`config.mk`:
```
export PLATFORM = sky130hd
export DESIGN_NAME = lsu_flat
export DESIGN_NICKNAME = d
export VERILOG_FILES = /design/src/rtl/lsu_pkg.sv /design/src/rtl/lsu_if.sv /design/src/rtl/lsu_align.sv /design/src/rtl/lsu.sv /design/src/flat_wrapper.sv
export SDC_FILE = /design/constraint.sdc
export NUM_CORES = 1
export LEC_CHECK = 0
export CAP_MARGIN = 10
export CORE_MARGIN = 4
export CORE_UTILIZATION = 48
export CTS_CLUSTER_DIAMETER = 200
export DETAILED_ROUTE_END_ITERATION = 12
export PLACE_DENSITY = 0.87
export SETUP_SLACK_MARGIN = 0.1
export SYNTH_ARGS = -nofsm -noshare
export SYNTH_HDL_FRONTEND = slang
export SYNTH_HIERARCHICAL = 1
export SYNTH_SLANG_ARGS = --single-unit
export TNS_END_PERCENT = 50
```
`constraint.sdc`:
```
create_clock -name clk -period 5.7 [get_ports clk]
set_input_delay 0.855 -clock clk [delete_from_list [all_inputs] [get_ports clk]]
set_output_delay 0.855 -clock clk [all_outputs]
set_load 0.02 [all_outputs]
```
`src/rtl/lsu_pkg.sv`:
```
// Shared types and constants for the load/store unit: FSM state encoding
// and the RISC-V funct3 size/sign codes.
package lsu_pkg;

  typedef enum logic [1:0] {
    IDLE,
    REQ,
    WAIT
  } lsu_state_e;

  localparam logic [2:0] F3_B  = 3'b000;
  localparam logic [2:0] F3_H  = 3'b001;
  localparam logic [2:0] F3_W  = 3'b010;
  localparam logic [2:0] F3_BU = 3'b100;
  localparam logic [2:0] F3_HU = 3'b101;

endpackage

```
`src/rtl/lsu_if.sv`:
```
// Data-memory request/grant/response bus between the LSU (master) and the
// data memory (slave).
interface lsu_if #(
  parameter int ADDR_W = 32,
  parameter int DATA_W = 32
);

  logic              mem_req;
  logic              mem_we;
  logic [3:0]        mem_be;
  logic [ADDR_W-1:0] mem_addr;
  logic [DATA_W-1:0] mem_wdata;
  logic              mem_gnt;
  logic              mem_rvalid;
  logic [DATA_W-1:0] mem_rdata;

  modport master (
    output mem_req, mem_we, mem_be, mem_addr, mem_wdata,
    input  mem_gnt, mem_rvalid, mem_rdata
  );

  modport slave (
    input  mem_req, mem_we, mem_be, mem_addr, mem_wdata,
    output mem_gnt, mem_rvalid, mem_rdata
  );

endinterface

```
`src/rtl/lsu_align.sv`:
```
// Combinational lane logic: store byte enables and lane replication,
// access legality decode, and load byte/half extraction with extension.
module lsu_align
  import lsu_pkg::*;
(
  input  logic [2:0]  st_funct3,
  input  logic        st_we,
  input  logic [1:0]  st_off,
  input  logic [31:0] st_wdata,
  output logic [3:0]  st_be,
  output logic [31:0] st_lanes,
  output logic        st_bad,
  input  logic [2:0]  ld_funct3,
  input  logic [1:0]  ld_off,
  input  logic [31:0] ld_word,
  output logic [31:0] ld_data
);

  logic [7:0]  ld_byte;
  logic [15:0] ld_half;

  // Unsigned size codes are only meaningful for loads; stores using them are illegal.
  always_comb begin
    st_be    = 4'b0000;
    st_lanes = st_wdata;
    st_bad   = 1'b0;
    case (st_funct3)
      F3_B, F3_BU: begin
        st_be    = 4'b0001 << st_off;
        st_lanes = {4{st_wdata[7:0]}};
        st_bad   = st_we && (st_funct3 == F3_BU);
      end
      F3_H, F3_HU: begin
        st_be    = st_off[1] ? 4'b1100 : 4'b0011;
        st_lanes = {2{st_wdata[15:0]}};
        st_bad   = st_off[0] || (st_we && (st_funct3 == F3_HU));
      end
      F3_W: begin
        st_be  = 4'b1111;
        st_bad = (st_off != 2'b00);
      end
      default: st_bad = 1'b1;
    endcase
  end

  assign ld_byte = ld_word[{ld_off, 3'b000} +: 8];
  assign ld_half = ld_word[{ld_off[1], 4'b0000} +: 16];

  always_comb begin
    ld_data = ld_word;
    case (ld_funct3)
      F3_B:    ld_data = {{24{ld_byte[7]}}, ld_byte};
      F3_BU:   ld_data = {24'h000000, ld_byte};
      F3_H:    ld_data = {{16{ld_half[15]}}, ld_half};
      F3_HU:   ld_data = {16'h0000, ld_half};
      default: ld_data = ld_word;
    endcase
  end

endmodule

```
`src/rtl/lsu.sv`:
```
// Load/store unit: issues one data-memory access per load/store instruction
// and stalls the core until the access completes with a one-cycle done pulse.
module lsu
  import lsu_pkg::*;
#(
  parameter int ADDR_W = 32,
  parameter int DATA_W = 32
) (
  input  logic              clk,
  input  logic              reset,
  input  logic              req_valid,
  input  logic              req_we,
  input  logic [2:0]        req_funct3,
  input  logic [ADDR_W-1:0] req_addr,
  input  logic [DATA_W-1:0] req_wdata,
  output logic              stall,
  output logic              done,
  output logic              err,
  output logic [DATA_W-1:0] rdata,
  lsu_if.master             mem
);

  lsu_state_e        state_q, state_d;
  logic              we_q, we_d;
  logic [2:0]        funct3_q, funct3_d;
  logic [1:0]        off_q, off_d;
  logic              mem_req_q, mem_req_d;
  logic              mem_we_q, mem_we_d;
  logic [3:0]        mem_be_q, mem_be_d;
  logic [ADDR_W-1:0] mem_addr_q, mem_addr_d;
  logic [DATA_W-1:0] mem_wdata_q, mem_wdata_d;
  logic              done_q, done_d;
  logic              err_q, err_d;
  logic [DATA_W-1:0] rdata_q, rdata_d;

  logic              accept;
  logic [3:0]        st_be;
  logic [DATA_W-1:0] st_lanes;
  logic              st_bad;
  logic [DATA_W-1:0] ld_data;

  lsu_align u_align (
    .st_funct3 (req_funct3),
    .st_we     (req_we),
    .st_off    (req_addr[1:0]),
    .st_wdata  (req_wdata),
    .st_be     (st_be),
    .st_lanes  (st_lanes),
    .st_bad    (st_bad),
    .ld_funct3 (funct3_q),
    .ld_off    (off_q),
    .ld_word   (mem.mem_rdata),
    .ld_data   (ld_data)
  );

  // The done cycle belongs to the finishing instruction, so it never accepts.
  assign accept = (state_q == IDLE) && req_valid && !done_q;
  assign stall  = req_valid && !done_q;

  always_ff @(posedge clk or posedge reset) begin
    if (reset) state_q <= IDLE;
    else       state_q <= state_d;
  end

  always_comb begin
    state_d = state_q;
    case (state_q)
      IDLE:    if (accept && !st_bad) state_d = REQ;
      REQ:     if (mem.mem_gnt) state_d = we_q ? IDLE : WAIT;
      WAIT:    if (mem.mem_rvalid) state_d = IDLE;
      default: state_d = IDLE;
    endcase
  end

  always_comb begin
    we_d        = we_q;
    funct3_d    = funct3_q;
    off_d       = off_q;
    mem_req_d   = mem_req_q;
    mem_we_d    = mem_we_q;
    mem_be_d    = mem_be_q;
    mem_addr_d  = mem_addr_q;
    mem_wdata_d = mem_wdata_q;
    rdata_d     = rdata_q;
    done_d      = 1'b0;
    err_d       = 1'b0;
    case (state_q)
      IDLE: begin
        if (accept && st_bad) begin
          done_d = 1'b1;
          err_d  = 1'b1;
        end else if (accept) begin
          we_d        = req_we;
          funct3_d    = req_funct3;
          off_d       = req_addr[1:0];
          mem_req_d   = 1'b1;
          mem_we_d    = req_we;
          mem_be_d    = st_be;
          mem_addr_d  = {req_addr[ADDR_W-1:2], 2'b00};
          mem_wdata_d = st_lanes;
        end
      end
      REQ: begin
        if (mem.mem_gnt) begin
          mem_req_d = 1'b0;
          mem_we_d  = 1'b0;
          done_d    = we_q;
        end
      end
      WAIT: begin
        if (mem.mem_rvalid) begin
          rdata_d = ld_data;
          done_d  = 1'b1;
        end
      end
      default: ;
    endcase
  end

  always_ff @(posedge clk or posedge reset) begin
    if (reset) begin
      we_q        <= 1'b0;
      funct3_q    <= 3'b000;
      off_q       <= 2'b00;
      mem_req_q   <= 1'b0;
      mem_we_q    <= 1'b0;
      mem_be_q    <= 4'b0000;
      mem_addr_q  <= '0;
      mem_wdata_q <= '0;
      done_q      <= 1'b0;
      err_q       <= 1'b0;
      rdata_q     <= '0;
    end else begin
      we_q        <= we_d;
      funct3_q    <= funct3_d;
      off_q       <= off_d;
      mem_req_q   <= mem_req_d;
      mem_we_q    <= mem_we_d;
      mem_be_q    <= mem_be_d;
      mem_addr_q  <= mem_addr_d;
      mem_wdata_q <= mem_wdata_d;
      done_q      <= done_d;
      err_q       <= err_d;
      rdata_q     <= rdata_d;
    end
  end

  assign mem.mem_req   = mem_req_q;
  assign mem.mem_we    = mem_we_q;
  assign mem.mem_be    = mem_be_q;
  assign mem.mem_addr  = mem_addr_q;
  assign mem.mem_wdata = mem_wdata_q;
  assign done          = done_q;
  assign err           = err_q;
  assign rdata         = rdata_q;

endmodule

```
`src/flat_wrapper.sv`:
```
// flat-port wrapper written by rule: the top's interface ports become plain ports
module lsu_flat import lsu_pkg::*;
#(
  parameter int ADDR_W = 32,
  parameter int DATA_W = 32
)
  (clk, reset, req_valid, req_we, req_funct3, req_addr, req_wdata, stall, done, err, rdata, mem_mem_req, mem_mem_we, mem_mem_be, mem_mem_addr, mem_mem_wdata, mem_mem_gnt, mem_mem_rvalid, mem_mem_rdata);
  lsu_if #(.ADDR_W(ADDR_W), .DATA_W(DATA_W)) mem_i ();
  input  logic clk;
  input  logic reset;
  input  logic req_valid;
  input  logic req_we;
  input  logic [2:0] req_funct3;
  input  logic [ADDR_W-1:0] req_addr;
  input  logic [DATA_W-1:0] req_wdata;
  output logic stall;
  output logic done;
  output logic err;
  output logic [DATA_W-1:0] rdata;
  output wire logic [$bits(mem_i.mem_req)-1:0] mem_mem_req;
  output wire logic [$bits(mem_i.mem_we)-1:0] mem_mem_we;
  output wire logic [$bits(mem_i.mem_be)-1:0] mem_mem_be;
  output wire logic [$bits(mem_i.mem_addr)-1:0] mem_mem_addr;
  output wire logic [$bits(mem_i.mem_wdata)-1:0] mem_mem_wdata;
  input wire logic [$bits(mem_i.mem_gnt)-1:0] mem_mem_gnt;
  input wire logic [$bits(mem_i.mem_rvalid)-1:0] mem_mem_rvalid;
  input wire logic [$bits(mem_i.mem_rdata)-1:0] mem_mem_rdata;
  assign mem_mem_req = mem_i.mem_req;
  assign mem_mem_we = mem_i.mem_we;
  assign mem_mem_be = mem_i.mem_be;
  assign mem_mem_addr = mem_i.mem_addr;
  assign mem_mem_wdata = mem_i.mem_wdata;
  assign mem_i.mem_gnt = mem_mem_gnt;
  assign mem_i.mem_rvalid = mem_mem_rvalid;
  assign mem_i.mem_rdata = mem_mem_rdata;
  lsu #(.ADDR_W(ADDR_W), .DATA_W(DATA_W)) u_core (.clk(clk), .reset(reset), .req_valid(req_valid), .req_we(req_we), .req_funct3(req_funct3), .req_addr(req_addr), .req_wdata(req_wdata), .stall(stall), .done(done), .err(err), .rdata(rdata), .mem(mem_i));
endmodule
```
==> out/results.txt <==
Dividing the synthesized area by the synthesized cell count gives 12.4 um2. The tree built by TritonCTS fans out to 110 sinks. For the effective utilization at floorplan, the log shows 0.493. The critical path is of the input pin to flip-flop type. The tools report the number of endpoints failing setup at the final stage as 0.

Of all nets on the critical path, the largest fanout is 75. Core utilization of the finished layout: 0.706. For the final number of hold-violating endpoints, the log shows 0. The part of the total power dissipated in combinational logic was 0.510. STA classifies the critical path startpoint as an input pin. STA puts the critical path data required time at 5.93 ns. At the placement stage, the worst setup path has a slack of 1.95 ns.

The worst-case IR drop observed on VDD is 0.374 mV. The run gives 0 as the number of hold buffers added after CTS. Ranked by instance count, the synthesized netlist is headed by dfrtp_1, mux2_2, mux2_1. The die extent in x came out at 114 um.

The cell type with the largest total area after synthesis is dfrtp_1. The total overflow left after global routing is 0. The largest individual stage delay along the critical path comes from the cell and2b_4. The fraction of synthesized cell area taken by the top area cell type works out to 0.511. The run gives 0.250 as the relative slew slack. The count of pins on the block boundary is 210.

The proportion of layout cells with a drive suffix above 1 was 0.168; the via count of the first global-routing pass was 4403. The first global-routing pass estimated 23100 um of wire. The longest clock path from root to sink contains 2 buffers. Across all hold checks on the routed design, the worst slack comes to 0.484 ns. The first TritonRoute pass finished after 4 iterations. The pin slew with the least headroom to its limit works out to 1.13 ns. The tools report the initial antenna violation count as 0. Entering global routing, the biggest net connects 76 pins. The kind of capture point of the worst setup path was a flip-flop. The flip-flop cell with the highest count after synthesis is dfrtp_1. The final worst-path cycle share came out at 0.597. From synthesis to final layout, the design area changed by 43.2%. For the clock insertion delay at the later pin of the skew report, the log shows 0.35 ns. In the final design database the tool counted 724 nets. The largest stage delay on the critical path was 1.02 ns.

The cell area after layout is 7720 um2, and the clock slew at the register clock pins of the worst setup and hold paths is 0.07 ns. For the area of the placeable core, the log shows 10900 um2. The count of buffering cells on the critical path with inverters included is 1.

The run gives 0.927 as the final estimated routing congestion in global placement. After synthesis the netlist holds a flip-flop and latch count of 110. The number of distinct library cell variants in the gate-level netlist after synthesis was 41. The tools report the number of buffers inserted to repair setup after CTS as 0. The count of buffers added on input and output ports is 207. The total clock buffers created by CTS is 9, and the number of nets still failing antenna checks after routing is 0. TritonCTS built the clock tree.

The net switching power figure is 1.58 mW, and the clock skew is 0.00605 ns. The DRC violation count after routing was 0; the count of instances resized after the clock tree is built was 0. The tree is rooted in a clkbuf_16. The die height works out to 114 um. The sequential share of the synthesized area was 0.511; the number of antenna cells inserted was 0.

The final worst setup slack is 2.30 ns. The tools report the count of H-tree levels built during CTS as 3. Yosys instantiated no cell more often than dfrtp_1.

The achievable clock frequency came out at 294 MHz. The run gives 38 as the placement row count. Summed over all cells, the static leakage comes to 3.25 nW. The overall global routing resource usage was 0.228. Summed over all failing endpoints, the final setup total negative slack is 0 ns. The run gives 2.58 mW as the internal power summed over all cells. Yosys mapped a number of flops with a built-in enable equal to 0. The share of power burned in the clock network was 0.150; the total detailed-routing wirelength was 14800 um. The tools report the cell area after synthesis as 5390 um2. The run gives 0.340 as the fraction of power consumed by sequential logic.

The critical path goes through clkdlybuf4s50_1, a221oi_1, a21oi_1, and2b_4, mux2_2. Subtracting the final worst setup slack from the clock period gives 3.40 ns. For this design the ratio of total power to cell area is 540 nW/um2. The kind of path behind the tightest hold check was flip-flop to flip-flop. Setup repair after global routing left no endpoint under its margin. The run gives 0 as the final-report max-slew violation count.

For the gate count of the mapped netlist, the log shows 434. Dividing the detail-routed via count by the number of cells gives 5.48. In this run, the number of DRC markers left after iteration 0 of detailed routing was 419. Yosys attributes the largest share of cell area to dfrtp_1, mux2_2, mux2_1. The flow ran to the end, and the final reports show no timing, DRC or antenna violations.

The overall die area came out at 13000 um2. The routed layout has 4190 vias. At the worst endpoint, the arrival time is 3.63 ns. The share of synthesized registers carrying an async set or reset is 1.00.

The logs give 6 for the count of yosys warnings during synthesis and 10900 um for the placed wire-length estimate after detailed placement. Dividing the detail-routed wire length by the instance count gives 19.4 um. Kind of cell adding the most delay to the critical path: simple AND/OR/NAND/NOR gates. The count of max-cap constraint violations is 0.

The total cell area at the placement stage came out at 7430 um2. Number of filler cells placed in the layout: 796. The switching portion of total power came out at 0.380.
==> final timing paths <==
check	from	slack [ns]	end	cells after the start
min in group asynchronous	reset	1.10	u_core/mem.mem_addr[19]$_DFFE_PP0P_	2
max in group asynchronous	reset	3.54	u_core/rdata[14]$_DFFE_PP0P_	3
max	req_funct3[0]	2.30	u_core/mem.mem_addr[10]$_DFFE_PP0P_	5
min	u_core/mem.mem_wdata[24]$_DFFE_PP0P_	0.48	u_core/mem.mem_wdata[24]$_DFFE_PP0P_	1
min reg2reg	u_core/mem.mem_wdata[24]$_DFFE_PP0P_	0.48	u_core/mem.mem_wdata[24]$_DFFE_PP0P_	1
max reg2reg	u_core/state_q[0]$_DFFE_PP0P_	3.25	u_core/mem.mem_addr[10]$_DFFE_PP0P_	3
==> worst reg2reg max path, stage by stage (launching register included) <==
cell and delay (ns):
dfrtp_1 0.42, nor4b_2 0.47, and2b_4 0.98, mux2_2 0.46
==> cells in the final DEF, fill, tap and decap left out, drive strengths merged, types with 2 or more instances in the layout <==
cell / synthesis / routed
a21oi: 2 / 2
clkdlybuf4s50: 0 / 207
o21ai: 38 / 38
o31ai: 2 / 2
nor2: 8 / 8
mux2: 121 / 121
inv: 8 / 9
clkinv: 0 / 3
mux2i: 17 / 17
buf: 27 / 4
nand2: 34 / 34
clkbuf: 11 / 10
a221oi: 2 / 2
conb: 1 / 2
nand2b: 2 / 2
dfrtp: 110 / 110
a21o: 8 / 8
nand3b: 4 / 4
a211oi: 18 / 18
nor2b: 6 / 6
==> area by class of cell <==
cell class	count	area, um2	share of cell area
inverter	8	32.5	0.00421
multi-input combinational	279	2370	0.307
clock inverter	6	61.3	0.00794
sequential	110	2750	0.357
clock buffer	10	229	0.0297
tap	140	175	0.0227
timing repair buffer	211	2100	0.272
==> cells by family (layout without fill, tap and decap cells) <==
group / Yosys count / in the layout / share of synthesized area
other: 1 / 2 / 0.000696
flip-flops: 110 / 110 / 0.511
multiplexers: 139 / 139 / 0.288
AO/OA/AOI/OAI: 77 / 77 / 0.0926
buffers and inverters: 46 / 235 / 0.0518
AND/OR/NAND/NOR: 61 / 61 / 0.0559
==> flip-flops by register name (all words and copies together), names as in the netlist <==
| register | flops |
|---|---|
| u_core/done | 1 |
| u_core/err | 1 |
| u_core/funct3_q | 3 |
| u_core/mem.mem_addr | 30 |
| u_core/mem.mem_be | 4 |
| u_core/mem.mem_req | 1 |
| u_core/mem.mem_wdata | 32 |
| u_core/mem.mem_we | 1 |
| u_core/off_q | 2 |
| u_core/rdata | 32 |
| u_core/state_q | 2 |
| u_core/we_q | 1 |
==> per-layer routing <==
metal  global-route usage  up-vias  part of all wire
met2                0.374      201              0.48
met5                    0        -                 0
met4               0.0760        0             0.021
met3                0.113       23              0.12
li1                     -     1913                 -
met1                0.261     2053              0.38
==> power by group through the flow <==
stage	Sequential (mW)	Combinational, mW	Clock (mW)
detailed placement	1.43	2.13	0
global route	1.46	2.26	0.677
CTS	1.42	2.14	0.644
finish	1.42	2.12	0.626
floorplan	1.80	0.753	0
global placement	1.40	2.08	0
==> per-stage QoR <==
step,power [mW],instances
floorplan,2.56,435
global placement,3.48,748
detailed placement,3.56,748
CTS,4.20,764
global route,4.40,764
finish,4.17,764
Power figures use the tool's default switching activity.
